===== config.mk =====
export PLATFORM = sky130hd
export DESIGN_NAME = irq_controller
export DESIGN_NICKNAME = d
export VERILOG_FILES = /design/src/rtl/pm_irq_pkg.sv /design/src/rtl/irq_priority_encoder.sv /design/src/rtl/irq_controller.sv
export SDC_FILE = /design/constraint.sdc
export NUM_CORES = 1
export LEC_CHECK = 0
export ABC_CLOCK_PERIOD_IN_PS = 35100
export CAP_MARGIN = 10
export CORE_MARGIN = 1.5
export CORE_UTILIZATION = 49
export CTS_BUF_LIST = sky130_fd_sc_hd__clkbuf_8 sky130_fd_sc_hd__clkbuf_16
export DETAILED_ROUTE_END_ITERATION = 12
export HOLD_SLACK_MARGIN = 0.1
export MAX_ROUTING_LAYER = met4
export PLACE_DENSITY = 0.73
export SLEW_MARGIN = 5
export SYNTH_ARGS = -nofsm -noshare
export SYNTH_HDL_FRONTEND = slang
export SYNTH_HIERARCHICAL = 1
export SYNTH_SLANG_ARGS = --single-unit
export TNS_END_PERCENT = 10

===== constraint.sdc =====
create_clock -name clk -period 35.1 [get_ports clk]
set_input_delay 3.51 -clock clk [delete_from_list [all_inputs] [get_ports clk]]
set_output_delay 3.51 -clock clk [all_outputs]
set_load 0.02 [all_outputs]

===== src/rtl/pm_irq_pkg.sv =====
// rtl/pm_irq_pkg.sv - shared constants, state type and helpers for the interrupt controller
package pm_irq_pkg;

  localparam int NUM_IRQ    = 32;
  localparam int GROUP_SIZE = 4;
  localparam int NUM_GROUPS = 8;
  localparam int VEC_W      = 5;
  localparam int PRI_W      = 2;

  localparam logic [23:0] IRQ_PRI = 24'h002020;
  localparam logic [23:0] IRQ_ENA = 24'h002023;
  localparam logic [23:0] IRQ_ACT = 24'h002027;

  localparam int SRC_TIMER0 = 0;
  localparam int SRC_TIMER1 = 1;
  localparam int SRC_TIMER2 = 2;
  localparam int SRC_RTC    = 3;
  localparam int SRC_KEYPAD = 4;
  localparam int SRC_UART   = 5;

  typedef enum logic [1:0] {IDLE, REQ, HOLD} irq_state_e;

  // Group g occupies bits [2g+1:2g] of the little-endian priority bytes.
  function automatic logic [PRI_W-1:0] group_pri(input logic [PRI_W*NUM_GROUPS-1:0] pri,
                                                 input int g);
    return pri[PRI_W*g +: PRI_W];
  endfunction

endpackage


===== src/rtl/irq_priority_encoder.sv =====
// rtl/irq_priority_encoder.sv - picks the highest-priority eligible source, lowest index on ties
module irq_priority_encoder
  import pm_irq_pkg::*;
(
  input  logic [NUM_IRQ-1:0]          eligible_i,
  input  logic [PRI_W*NUM_GROUPS-1:0] group_pri_i,
  output logic [VEC_W-1:0]            winner_o,
  output logic [PRI_W-1:0]            winner_pri_o,
  output logic                        any_o
);

  logic [VEC_W-1:0] win;
  logic [PRI_W-1:0] win_pri;
  logic             found;

  // Scanning downward with >= lets a lower index overwrite an equal-priority winner.
  always_comb begin
    win     = '0;
    win_pri = '0;
    found   = 1'b0;
    for (int n = NUM_IRQ - 1; n >= 0; n--) begin
      if (eligible_i[n] && (!found || group_pri(group_pri_i, n / GROUP_SIZE) >= win_pri)) begin
        found   = 1'b1;
        win_pri = group_pri(group_pri_i, n / GROUP_SIZE);
        win     = VEC_W'(n);
      end
    end
  end

  assign winner_o     = win;
  assign winner_pri_o = win_pri;
  assign any_o        = found;

endmodule


===== src/rtl/irq_controller.sv =====
// rtl/irq_controller.sv - pending/enable/priority registers and CPU req/ack handshake
module irq_controller
  import pm_irq_pkg::*;
(
  input  logic                clk,
  input  logic                reset,
  input  logic                clk_ce_cpu,
  input  logic                bus_write,
  input  logic                bus_read,
  input  logic [23:0]         bus_address_in,
  input  logic [7:0]          bus_data_in,
  output logic [7:0]          bus_data_out,
  input  logic [NUM_IRQ-1:0]  irq_in,
  input  logic [1:0]          cpu_level,
  output logic                irq_req,
  output logic [VEC_W-1:0]    irq_vector,
  input  logic                irq_ack
);

  logic [PRI_W*NUM_GROUPS-1:0] pri_q, pri_d;
  logic [NUM_IRQ-1:0]          ena_q, ena_d, act_q, act_d, w1c;
  irq_state_e                  state_q, state_d;
  logic                        req_q, req_d;
  logic [VEC_W-1:0]            vec_q, vec_d;
  logic [NUM_IRQ-1:0]          eligible;
  logic [VEC_W-1:0]            winner;
  logic [PRI_W-1:0]            unused_win_pri;
  logic                        any_eligible;
  logic                        unused_bus_read;

  assign unused_bus_read = bus_read;

  always_comb begin
    pri_d = pri_q;
    ena_d = ena_q;
    w1c   = '0;
    if (bus_write) begin
      for (int b = 0; b < 2; b++)
        if (bus_address_in == IRQ_PRI + 24'(b)) pri_d[8*b +: 8] = bus_data_in;
      for (int b = 0; b < 4; b++) begin
        if (bus_address_in == IRQ_ENA + 24'(b)) ena_d[8*b +: 8] = bus_data_in;
        if (bus_address_in == IRQ_ACT + 24'(b)) w1c[8*b +: 8] = bus_data_in;
      end
    end
    // A line high on the same edge as a clear keeps its pending bit.
    act_d = (act_q & ~w1c) | irq_in;
  end

  always_comb begin
    bus_data_out = '0;
    for (int b = 0; b < 2; b++)
      if (bus_address_in == IRQ_PRI + 24'(b)) bus_data_out = pri_q[8*b +: 8];
    for (int b = 0; b < 4; b++) begin
      if (bus_address_in == IRQ_ENA + 24'(b)) bus_data_out = ena_q[8*b +: 8];
      if (bus_address_in == IRQ_ACT + 24'(b)) bus_data_out = act_q[8*b +: 8];
    end
  end

  always_comb begin
    eligible = '0;
    for (int n = 0; n < NUM_IRQ; n++)
      eligible[n] = act_q[n] & ena_q[n] & (group_pri(pri_q, n / GROUP_SIZE) > cpu_level);
  end

  irq_priority_encoder u_enc (
    .eligible_i   (eligible),
    .group_pri_i  (pri_q),
    .winner_o     (winner),
    .winner_pri_o (unused_win_pri),
    .any_o        (any_eligible)
  );

  always_comb begin
    state_d = state_q;
    req_d   = req_q;
    vec_d   = vec_q;
    unique case (state_q)
      IDLE: if (any_eligible) begin
        vec_d   = winner;
        req_d   = 1'b1;
        state_d = REQ;
      end
      REQ: if (irq_ack) begin
        req_d   = 1'b0;
        state_d = HOLD;
      end else if (!eligible[vec_q]) begin
        req_d   = 1'b0;
        state_d = IDLE;
      end
      HOLD: state_d = IDLE;
      default: begin
        req_d   = 1'b0;
        state_d = IDLE;
      end
    endcase
  end

  always_ff @(posedge clk or negedge reset) begin
    if (!reset) begin
      pri_q   <= '0;
      ena_q   <= '0;
      act_q   <= '0;
      state_q <= IDLE;
      req_q   <= 1'b0;
      vec_q   <= '0;
    end else if (clk_ce_cpu) begin
      pri_q   <= pri_d;
      ena_q   <= ena_d;
      act_q   <= act_d;
      state_q <= state_d;
      req_q   <= req_d;
      vec_q   <= vec_d;
    end
  end

  assign irq_req    = req_q;
  assign irq_vector = vec_q;

endmodule


Word-level counts from Yosys, hierarchy flattened
Cells that the tools add are included.
- bits in registers: 88
- latch bits: 0
- memory bits (writable): 0
- memory bits (read-only): 0
- output and inout bits: 14
- word-level logic and storage cells: 355
- memories: 0
- add/subtract/negate cells: 0
- multipliers: 0
- divide/modulo/power cells: 0
- $lt $le $gt $ge: 40
- eq/ne operators: 14
- shifts and indexed selects: 0
- multiplexer cells: 120
- bitwise gates (word level): 68
- reductions and logical operators: 103
- operator list (cell ; number):
    $eq A24 B14 Y1 const B ; 10
    $mux W5 ; 32
    $mux W8 ; 14
    $mux W2 ; 34
    $and A1 B1 Y1 ; 64
    $ge A2 B2 Y1 ; 31
    $mux W1 ; 36
    $and A32 B32 Y32 ; 1
    $mux W32 ; 1
    $not A32 Y32 ; 1
    $or A32 B32 Y32 ; 1
    $logic_and A1 B1 Y1 ; 31
    $logic_not A1 Y1 ; 31
    $logic_or A1 B1 Y1 ; 31
    $reduce_and A3 Y1 ; 8
    $gt A2 B2 Y1 ; 8
    $lt A5 B6 Y1 const B ; 1
    $bmux W1 S5 ; 1
    $pmux W2 S2 ; 1
    $reduce_and A4 Y1 ; 1
    $ne A3 B3 Y1 const B ; 1
    $pmux W1 S3 ; 1
    $eq A2 B1 Y1 const B ; 1
    $eq A2 B2 Y1 const B ; 1
    other kinds (3) ; 3

Longest topological paths before layout
Gate-level depths: netlist (run 1).
- depth in word-level cells: 129
- mapped depth: 206
- mapped depth without buffers: 204

Modules after synthesis
Netlist (run 1), hierarchy kept.
- modules (own cells, without submodules) (module ; instances ; cells each ; area an instance (um^2) ; seq. area each (um^2)):
    irq_controller ; 1 ; 569 ; 5257.5 ; 2202.1
    irq_priority_encoder ; 1 ; 430 ; 2915.3 ; 0.0

Worst setup path after synthesis (run 1)
OpenSTA, ideal clock, no wires.
- kind: input -> register
- from: in cpu_level[1]
- to: reg vec_q[3], in the netlist irq_vector[3]
- library setup time: 0.083 ns
- arrival: 39.876 ns
- data required time: 35.017 ns
- path slack: -4.858 ns
- cell stages on the path: 195
- buffers on the path: 2
- path through: inv_1 ha_1 nor2b_1 o21ai_0 nor2_1 nor4_1 buf_2 nor2_1 ha_1 nor3b_1 o21ai_0 nand2_1 o21ai_0 ha_1 nand2b_1 o21ai_0 a21oi_1 nand2b_1 [159 not listed] mux2_2 ha_1 nand2b_1 a21oi_1 nand2_1 nand2_1 nand2_1 mux2_1 ha_1 nand2b_1 a21oi_1 o21ai_0 a21oi_1 nand2_1 a211oi_4 nor3b_1 nand2_1 o21ai_0
- elaborated cells between the ends (all ways): 260
- RTL lines (element ; line ; text):
    from (decl) ; irq_controller.sv:14 ; input logic [1:0] cpu_level,
    $gt A2 B2 Y1 (*) ; irq_controller.sv:62 ; eligible[n] = act_q[n] & ena_q[n] & (group_pri(pri_q, n / GROUP_SIZE) > cpu_level);
    $and A1 B1 Y1 (*) ; irq_controller.sv:62 ;
    net eligible[31] ; irq_controller.sv:25 ; logic [NUM_IRQ-1:0] eligible;
    $mux W2 or $mux W1 (tied branches) ; irq_priority_encoder.sv:22 ; if (eligible_i[n] && (!found || group_pri(group_pri_i, n / GROUP_SIZE) >= win_pri)) begin
    $ge A2 B2 Y1 or $logic_not A1 Y1 (tied branches) ; irq_priority_encoder.sv:22 ;
    $logic_or A1 B1 Y1 ; irq_priority_encoder.sv:22 ;
    $logic_and A1 B1 Y1 ; irq_priority_encoder.sv:22 ;
    $mux W2 or $mux W1 (tied branches) ; irq_priority_encoder.sv:22 ;
    [113 not listed] ; - ;
    $logic_or A1 B1 Y1 ; irq_priority_encoder.sv:22 ;
    $logic_and A1 B1 Y1 ; irq_priority_encoder.sv:22 ;
    $mux W2 or $mux W1 (tied branches) ; irq_priority_encoder.sv:22 ;
    $ge A2 B2 Y1 or $logic_not A1 Y1 (tied branches) ; irq_priority_encoder.sv:22 ;
    $logic_or A1 B1 Y1 ; irq_priority_encoder.sv:22 ;
    $logic_and A1 B1 Y1 ; irq_priority_encoder.sv:22 ;
    $mux W5 (*) ; irq_priority_encoder.sv:22 ;
    net winner[3] ; irq_controller.sv:26 ; logic [VEC_W-1:0] winner;
    to (signal assigned) ; irq_controller.sv:112 ; vec_q <= vec_d;
    to (decl) ; irq_controller.sv:24 ; logic [VEC_W-1:0] vec_q, vec_d;
The timed path passes the listed nets; every way through them passes the cells marked *.
A chain may end at the register's enable or synchronous reset.

Final worst setup path (run 1)
- from: in cpu_level[1]
- to: reg vec_q[3], in the netlist irq_vector[3]
- elaborated cells between the ends (all ways): 260
- RTL lines (element ; line):
    $gt A2 B2 Y1 (*) ; irq_controller.sv:62
    $and A1 B1 Y1 (*) ; irq_controller.sv:62
    net eligible[28] ; irq_controller.sv:25
    $logic_and A1 B1 Y1 (*) ; irq_priority_encoder.sv:22
    $mux W2 or $mux W1 (tied branches) ; irq_priority_encoder.sv:22
    $ge A2 B2 Y1 or $logic_not A1 Y1 (tied branches) ; irq_priority_encoder.sv:22
    $logic_or A1 B1 Y1 ; irq_priority_encoder.sv:22
    $logic_and A1 B1 Y1 ; irq_priority_encoder.sv:22
    [102 not listed] ; -
    $logic_or A1 B1 Y1 ; irq_priority_encoder.sv:22
    $logic_and A1 B1 Y1 ; irq_priority_encoder.sv:22
    $mux W2 or $mux W1 (tied branches) ; irq_priority_encoder.sv:22
    $ge A2 B2 Y1 or $logic_not A1 Y1 (tied branches) ; irq_priority_encoder.sv:22
    $logic_or A1 B1 Y1 ; irq_priority_encoder.sv:22
    $logic_and A1 B1 Y1 ; irq_priority_encoder.sv:22
    $mux W5 (*) ; irq_priority_encoder.sv:22
    net winner[3] ; irq_controller.sv:26
Marks and branches as above.

==> results of run 1 <==
## area by class of cell
class	instances	area [sq um]	share of cell area
inverter	39	150	0.0129
clock buffer	9	225	0.0193
sequential	88	2200	0.189
clock inverter	7	95.1	0.00816
tap	216	270	0.0232
timing repair buffer	265	2200	0.189
multi-input combinational	840	6510	0.559
## flip-flops by register name, summed over array words and instances (netlist names)
register / flops
act_q: 32
irq_vector: 5
ena_q: 32
state_q: 2
irq_req: 1
pri_q: 16
## report_power, final
part	internal, mW	switching (mW)	leakage (nW)
clock network	0.0626	0.0411	0.162
registers	0.102	0.00310	1.06
logic	0.0125	0.0135	3.65
## worst reg2reg max path: cells and delay by family, from the launching register on
family | cells | cell delay (ns)
simple gates | 71 | 9.36
flops | 1 | 0.67
mux | 12 | 3.81
buf+inv | 25 | 3.08
compound gates | 65 | 9.94
fa+ha+maj | 30 | 7.62
## per-layer routing
metal  GRT usage  wire length (um)
met5           -                 0
met1       0.434             12000
met4       0.119               920
met3      0.0334              1960
met2       0.512             13100
## what timing repair did
action	in CTS	in global routing
setup buffers	57	19
endpoints found under the setup margin	5	5
pin swaps	104	84
gates resized for setup	26	29
## worst min-delay path by stage
stage | startpoint | to | slack, ns | cells after the start
detailed placement | state_q[1] | state_q[1] | 0.49 | 1
global route | state_q[1] | state_q[1] | 0.52 | 1
floorplan | state_q[1] | state_q[1] | 0.47 | 1
global placement | state_q[1] | state_q[1] | 0.49 | 1
CTS | state_q[1] | state_q[1] | 0.50 | 1
finish | state_q[1] | state_q[1] | 0.50 | 1
## metrics by stage
step	std cells	TNS [ns]	cell area (sq um)	hold WS, ns	worst slack (ns)
2_1_floorplan	997	-9.37	8770	0.474	-2.02
3_3_place_gp	1372	-11.44	10500	0.488	-2.48
3_5_place_dp	1372	-13.76	10500	0.492	-2.95
4_1_cts	1445	-7.53	11400	0.500	-1.69
5_1_grt	1464	-17.51	11600	0.515	-3.70
6_report	1464	-9.70	11600	0.497	-2.11
==> metrics, run 1 <==
status=finished with violations; failing checks=negative setup slack; Die Height=132 um; Crit Path Class=in2reg; CTS sink cnt=88; Final Cycle Share=1.06; post-route minimum period=37.21 ns; r2r startpoint=pri_q[15]; reg2reg setup slack=0.53 ns; Max VDD drop=0.0285 mV; fraction of layout cells with a size suffix above 1=0.345; Port Buffer Count=84; fin nets=1364; Syn. warnings=6; vias in the first global route=8342; Via-to-Cell Ratio=6.11; total die area=17400 sq um; Critical Path AT=37.48 ns; RSZ-0062 raised after global routing=yes; P_leak=4.87 nW; crit path launch type=input pin; num rows=46; largest net degree at the start of global routing=84; slowest cell delay on critical path=0.49 ns; reg2reg path depth=203; Hold Crit Class=reg2reg; cts hold-fix bufs=0; Initial Util=0.508; Initial DRC Count=822; # fillers=1188; syn_area_per_cell=8.17 sq um; Worst Tran Pin Value=1.13 ns; H-tree level count=3; Final Skew=0.00524 ns; DRC=0; CP Depth=205; Synth Instances=997; Post-Route WL=28.0 mm; Clock Latency Late Sink=0.34 ns; first-pass GRT wire length=44.2 mm; Setup crit end=irq_vector[3]; grt ovf=0; Final ANT Viol Nets=0; CORE AREA=16100 sq um; cts bufs inserted=9; Syn Nets=1118; Slew Viols, Final=0; Final Power=0.235 mW; CP max FO=5; io pins=86; Req. time, crit path=35.37 ns; # setup viols final=5; Detail Placement HPWL=20.6 mm; worst path bufs/invs=27; area grow syn2layout=42.9%; Worst slew margin=0.239; Clock Tree Buf Depth=2; CP max-delay cell=or4_1; Fmax achieved=26.9 MHz; Max Cap Viol=0; Post-Syn Area=8150 sq um; cell mode on critical path=buf_4; average wire per standard cell=19.1 um; die width=132 um; CP startpoint=cpu_level[1]; most frequent cells in the layout=182 x buf_4, 161 x nand2_1, 88 x dfrtp_1; final core occ=0.725; CTS tree=yes; worst reg2reg endpoint=irq_vector[3]; vias=8939; n_diodes=0; most common cell after layout, fill and taps aside=buf_4; Fin. Hold Viols=0; initial antenna violation count=0; clock root buffer=clkbuf_16; Worst-path clk slew=0.07 ns; PwrDens=20.2 nW/um^2; CP delay by family, top=compound AO/OA/AOI/OAI gates; endpoint class of the critical path=flop; DRT Pass-1 Iters=7; GP Congestion=0.998; PnR worst setup slack=-2.11 ns; Total GRT Usage=0.325
No activity file was read; power rests on OpenSTA's default activity.
==> inputs of run 2 (changes only) <==
Settings changed: CTS_BUF_LIST sky130_fd_sc_hd__clkbuf_8 sky130_fd_sc_hd__clkbuf_16 to sky130_fd_sc_hd__clkbuf_16.
==> results of run 2 <==
Final layout, timing and power as in run 1 (identical DEF).
